### src/rtl/ddram_arbiter.sv
// ddram_arbiter: shares the DDRAM Avalon port between the cart loader writes and two cached 16-bit read clients
module ddram_arbiter #(
  parameter logic [28:0] BASE = 29'h6000000,
  parameter bit RR_ENABLE = 1'b1
) (
  input  logic        clk_sys,
  input  logic        reset,
  input  logic [24:0] wr_addr,
  input  logic [15:0] wr_din,
  input  logic        wr_req,
  output logic        wr_ack,
  input  logic [24:1] rd0_addr,
  input  logic        rd0_req,
  output logic        rd0_ack,
  output logic [15:0] rd0_dout,
  input  logic [24:1] rd1_addr,
  input  logic        rd1_req,
  output logic        rd1_ack,
  output logic [15:0] rd1_dout,
  input  logic        DDRAM_BUSY,
  output logic [7:0]  DDRAM_BURSTCNT,
  output logic [28:0] DDRAM_ADDR,
  input  logic [63:0] DDRAM_DOUT,
  input  logic        DDRAM_DOUT_READY,
  output logic        DDRAM_RD,
  output logic [63:0] DDRAM_DIN,
  output logic [7:0]  DDRAM_BE,
  output logic        DDRAM_WE
);
  typedef enum logic [1:0] {IDLE, WRITE, READ, WAIT} state_t;
  state_t state;
  logic [24:1] ra [2];
  logic [21:0] tag [2];
  logic [63:0] line [2];
  logic [15:0] dout [2];
  logic [1:0] req, ack, val, pend, match, hit, miss;
  logic gnt, rr, win, wpend, unused_ok;
  // drain survives reset so a read already accepted by DDRAM cannot land on a new request
  logic drain = 1'b0;
  assign ra[0] = rd0_addr;
  assign ra[1] = rd1_addr;
  assign req = {rd1_req, rd0_req};
  assign {rd1_ack, rd0_ack} = ack;
  assign rd0_dout = dout[0];
  assign rd1_dout = dout[1];
  assign DDRAM_BURSTCNT = 8'd1;
  assign wpend = wr_req != wr_ack;
  assign unused_ok = wr_addr[0];
  always_comb begin
    pend = '0;
    match = '0;
    hit = '0;
    miss = '0;
    for (int i = 0; i < 2; i++) begin
      pend[i] = req[i] ^ ack[i];
      match[i] = val[i] && tag[i] == ra[i][24:3];
      hit[i] = pend[i] && match[i] && !((state == READ || state == WAIT) && gnt == i[0]);
      miss[i] = pend[i] && !match[i];
    end
    win = &miss ? (RR_ENABLE && rr) : !miss[0];
  end
  always_ff @(posedge clk_sys) begin
    if (reset) begin
      if (state == WAIT || (state == READ && !DDRAM_BUSY)) drain <= 1'b1;
      state <= IDLE;
      wr_ack <= 1'b0;
      ack <= '0;
      val <= '0;
      dout[0] <= '0;
      dout[1] <= '0;
      rr <= 1'b0;
      gnt <= 1'b0;
      DDRAM_RD <= 1'b0;
      DDRAM_WE <= 1'b0;
      DDRAM_ADDR <= '0;
      DDRAM_DIN <= '0;
      DDRAM_BE <= '0;
    end else begin
      for (int i = 0; i < 2; i++)
        if (hit[i]) begin
          dout[i] <= line[i][{ra[i][2:1], 4'd0} +: 16];
          ack[i] <= req[i];
        end
      if (drain && DDRAM_DOUT_READY) drain <= 1'b0;
      case (state)
        IDLE:
          if (!drain && wpend) begin
            DDRAM_WE <= 1'b1;
            DDRAM_ADDR <= BASE | {7'd0, wr_addr[24:3]};
            DDRAM_DIN <= {4{wr_din}};
            DDRAM_BE <= 8'b11 << {wr_addr[2:1], 1'b0};
            state <= WRITE;
          end else if (!drain && |miss) begin
            gnt <= win;
            rr <= &miss ? !win : rr;
            DDRAM_RD <= 1'b1;
            DDRAM_ADDR <= BASE | {7'd0, ra[win][24:3]};
            state <= READ;
          end
        WRITE:
          if (!DDRAM_BUSY) begin
            DDRAM_WE <= 1'b0;
            wr_ack <= wr_req;
            state <= IDLE;
            for (int i = 0; i < 2; i++)
              if (tag[i] == wr_addr[24:3]) val[i] <= 1'b0;
          end
        READ:
          if (!DDRAM_BUSY) begin
            DDRAM_RD <= 1'b0;
            state <= WAIT;
          end
        WAIT:
          if (DDRAM_DOUT_READY) begin
            line[gnt] <= DDRAM_DOUT;
            tag[gnt] <= ra[gnt][24:3];
            val[gnt] <= 1'b1;
            dout[gnt] <= DDRAM_DOUT[{ra[gnt][2:1], 4'd0} +: 16];
            ack[gnt] <= req[gnt];
            state <= IDLE;
          end
      endcase
    end
  end
endmodule

### config.mk
export PLATFORM = sky130hd
export DESIGN_NAME = ddram_arbiter
export DESIGN_NICKNAME = d
export VERILOG_FILES = /design/src/rtl/ddram_arbiter.sv
export SDC_FILE = /design/constraint.sdc
export NUM_CORES = 1
export LEC_CHECK = 0
export BUFFER_PORTS_ARGS = -buffer_cell sky130_fd_sc_hd__buf_2
export CAP_MARGIN = 20
export CORE_MARGIN = 4
export CORE_UTILIZATION = 55
export DETAILED_ROUTE_END_ITERATION = 6
export PLACE_DENSITY = 0.84
export SLEW_MARGIN = 0
export SYNTH_ARGS = -nofsm -noshare
export SYNTH_HDL_FRONTEND = slang
export SYNTH_SLANG_ARGS = --single-unit
### constraint.sdc
create_clock -name clk_sys -period 8 [get_ports clk_sys]
set_clock_uncertainty 0.1 [all_clocks]
set_input_delay 0.8 -clock clk_sys [delete_from_list [all_inputs] [get_ports clk_sys]]
set_output_delay 0.8 -clock clk_sys [all_outputs]
set_load 0.1 [all_outputs]
==> flow_summary.json <==
{
  "hold_violations": 0,
  "critPathRequiredTime_ns": 8.31,
  "synthXorXnorAreaFrac_pct": 6.66,
  "fin_crit_sh_pct": 46.9,
  "io_buffers": 291,
  "io_pins": 306,
  "syn_to_final_growth_pct": 17.6,
  "grt_util_all_layers_pct": 25.2,
  "violations": "DRC",
  "avgSynthCellArea_sq_um": 12.7,
  "first_global_vias": 8430,
  "whs_path_depth": 1,
  "synth_compound_area_share_pct": 8.32,
  "netlist_area_sq_mm": 0.0122,
  "slew_violations": 0,
  "drive_gt1_share_pct": 33.8,
  "die_y_um": 157,
  "dp_hpwl_um": 21700,
  "maxCapViolCount": 0,
  "powerDensity_mw_per_mm2": 229,
  "reg2reg_to": "DDRAM_ADDR[9]",
  "r2r_slack_ns": 4.25,
  "pre_cts_slack_ns": 3.96,
  "grt_max_degree": 93,
  "crit_path_max_fanout": 24,
  "drt_iter0_drc": 837,
  "drc": 1,
  "path_class": "register to register",
  "relSlewSlack_pct": 30.2,
  "status": "finished with violations",
  "routedWlPerCell_um": 21.8,
  "rsz0062_at_grt": "no",
  "muxShareOfSynthArea_pct": 9.25,
  "nets": 1349,
  "synth.distinct_cells": 46,
  "synth_fa_ha_area_share_pct": 0,
  "ir_drop_mv": 0.183,
  "max_freq_mhz": 266,
  "vias": 8790,
  "clk_pin_slew_ns": 0.07,
  "grt_pass1_wl_um": 48200,
  "cts.htree.levels": 1,
  "synth_top_family_by_area": "simple AND/OR/NAND/NOR gates",
  "netlist_instances": 963,
  "drt-vias-per-instance": 5.90,
  "cts_setup_buffers": 0,
  "antenna_found_initial": 3,
  "synth_ff_type": "edfxtp_1",
  "root_buffer": "clkbuf_16",
  "busiest_layer": "met2",
  "finalSetupTns_ns": 0,
  "ys_warn_count": 0,
  "cp_data_arrival_time_ns": 4.07,
  "core_area_sq_mm": 0.0218,
  "rows": 54,
  "cts_sinks": 259,
  "gp_congestion": 0.960,
  "synth-simple-area-share_pct": 9.76,
  "setup_viol": 0,
  "clk_latency_ns": 0.55,
  "cp-end-kind": "register",
  "dieWidth_um": 157,
  "first_pass_iters": 7,
  "hold_path.class": "input port to register",
  "finalCriticalPeriod_ns": 3.75,
  "r2r_start": "tag[1][12]",
  "grt_use_met3_pct": 5.20,
  "yosysSeqAreaShare_pct": 59.2,
  "power_leakage_nw": 5.53,
  "utilization_pct": 65.9,
  "grt.overflow.total": 0,
  "postRouteAntennaNets": 0,
  "min_from": "DDRAM_DOUT[35]",
  "ys_ff_latch": 259,
  "cts_tree": "yes",
  "reg2reg_depth": 8,
  "cts_buffer_depth": 3,
  "async_flop_share_pct": 0,
  "ctsHoldBuffers": 0,
  "met2_usage_pct": 43.3,
  "cp-start-kind": "register",
  "cts_buffers": 26,
  "finalWirelength_um": 32500,
  "die-area_sq_mm": 0.0247,
  "initial_core_util_pct": 56.0,
  "cts_resized": 0,
  "synth-edff-count": 205,
  "worstMarginPinSlew_ns": 1.05,
  "grt_use_met1_pct": 33.6,
  "min_to": "line[0][35]",
  "setup_slack_ns": 4.25
}
## critical path: stages (launching register included)
cell and delay, ns:
edfxtp_1 0.42, xnor2_1 0.31, nand4_1 0.21, nor4_1 0.70, a21boi_0 0.39, o31ai_4 0.85, buf_4 0.42, nand3b_1 0.14
o41ai_1 0.09
## metrics by stage
stage	hold WS (ns)	cells	total power [W]	cell area, sq um
finish	0.349	1491	0.00330	14400
global route	0.335	1490	0.00340	14400
CTS	0.333	1487	0.00331	14300
detailed placement	0.349	1439	0.00216	13500
global placement	0.343	1438	0.00214	13500
floorplan	0.356	974	0.00203	12300
## synthesized netlist by cell type (24+ instances only)
cell      count  share of area, %
dfxtp_1      54               8.8
nand2_1     134               4.1
xor2_1       48               3.4
a21oi_1      46               1.9
nor2_1       38               1.2
clkbuf_1     37               1.1
buf_4        69               4.2
mux4_2       48               8.8
nand3b_1     24               1.5
inv_1        24              0.74
xnor2_1      45               3.2
edfxtp_1    205                50
o21ai_0      56               2.3
## logic make-up (layout without fill, tap and decap cells)
logic type,count (synthesis),after routing
mux,53,53
flops,259,259
other cells,2,15
simple gates,249,249
xor+xnor,93,93
buf+inv,143,378
compound gates,164,164
## layout by cell type, fill, tap and decap left out, types with 2 or more instances in the layout
| cell | count |
|---|---|
| edfxtp_1 | 205 |
| dfxtp_1 | 54 |
| clkinv_1 | 4 |
| nor2_1 | 37 |
| nand2_1 | 134 |
| inv_1 | 24 |
| o31ai_1 | 22 |
| nor4_1 | 13 |
| clkbuf_1 | 4 |
| a21o_1 | 2 |
| o31ai_4 | 2 |
| a21oi_1 | 46 |
| a31oi_1 | 2 |
| mux4_2 | 48 |
| buf_4 | 12 |
| clkinv_2 | 7 |
| or4_4 | 2 |
| mux2i_1 | 3 |
| xor2_1 | 48 |
| nor3_1 | 5 |
| nand3b_1 | 24 |
| o21ai_0 | 56 |
| buf_16 | 2 |
| buf_2 | 291 |
| a211oi_1 | 3 |
| nor2b_1 | 3 |
| clkinv_4 | 2 |
| xnor2_1 | 45 |
| conb_1 | 13 |
| o41ai_1 | 23 |
| nand4_1 | 14 |
| clkbuf_16 | 26 |
| diode_2 | 2 |
| nand3_1 | 6 |
## report_power, final
group	total (W)	switching [W]	internal [W]	leakage, nW
clock network	0.00117	0.000519	0.000646	0.404
logic	0.000629	0.000490	0.000140	2.79
registers	0.00150	0.0000206	0.00148	2.33
total	0.00330	0.00103	0.00227	5.53
## routing by layer
layer	share of wire (%)	routed length [um]
met1	38	12300
met2	50	16300
met3	10	3300
met4	2.1	670
met5	0.083	27
## area by class of cell
class / count / area (sq um)
fillers: 1574 / 7440
flip-flops and latches: 259 / 7240
multi-input cells: 572 / 4260
repair buffers: 306 / 1620
clock buffers: 31 / 679
well taps: 280 / 350
clock inverters: 17 / 144
inverters: 24 / 90.1
diodes: 2 / 5.00
## registers in the layout (all words and copies together), names as in the netlist, 2 cells and up
name,flops
val,2
dout,32
DDRAM_BE,4
DDRAM_DIN,16
line,128
tag,44
state,2
DDRAM_ADDR,23
ack,2
## worst max path at each step
stage | from | depth (start not counted) | end | slack [ns]
final | tag[1][12] | 8 | DDRAM_ADDR[9] | 4.25
after global routing | tag[1][12] | 8 | DDRAM_ADDR[9] | 4.08
after CTS | gnt | 6 | dout[1][2] | 4.19
after detailed placement | rd1_addr[15] | 9 | DDRAM_ADDR[3] | 3.96
after global placement | rd1_addr[15] | 9 | DDRAM_ADDR[5] | 4.05
after floorplan | reset | 3 | line[1][0] | 3.33
Note: power is estimated with default switching activity, not from simulation.
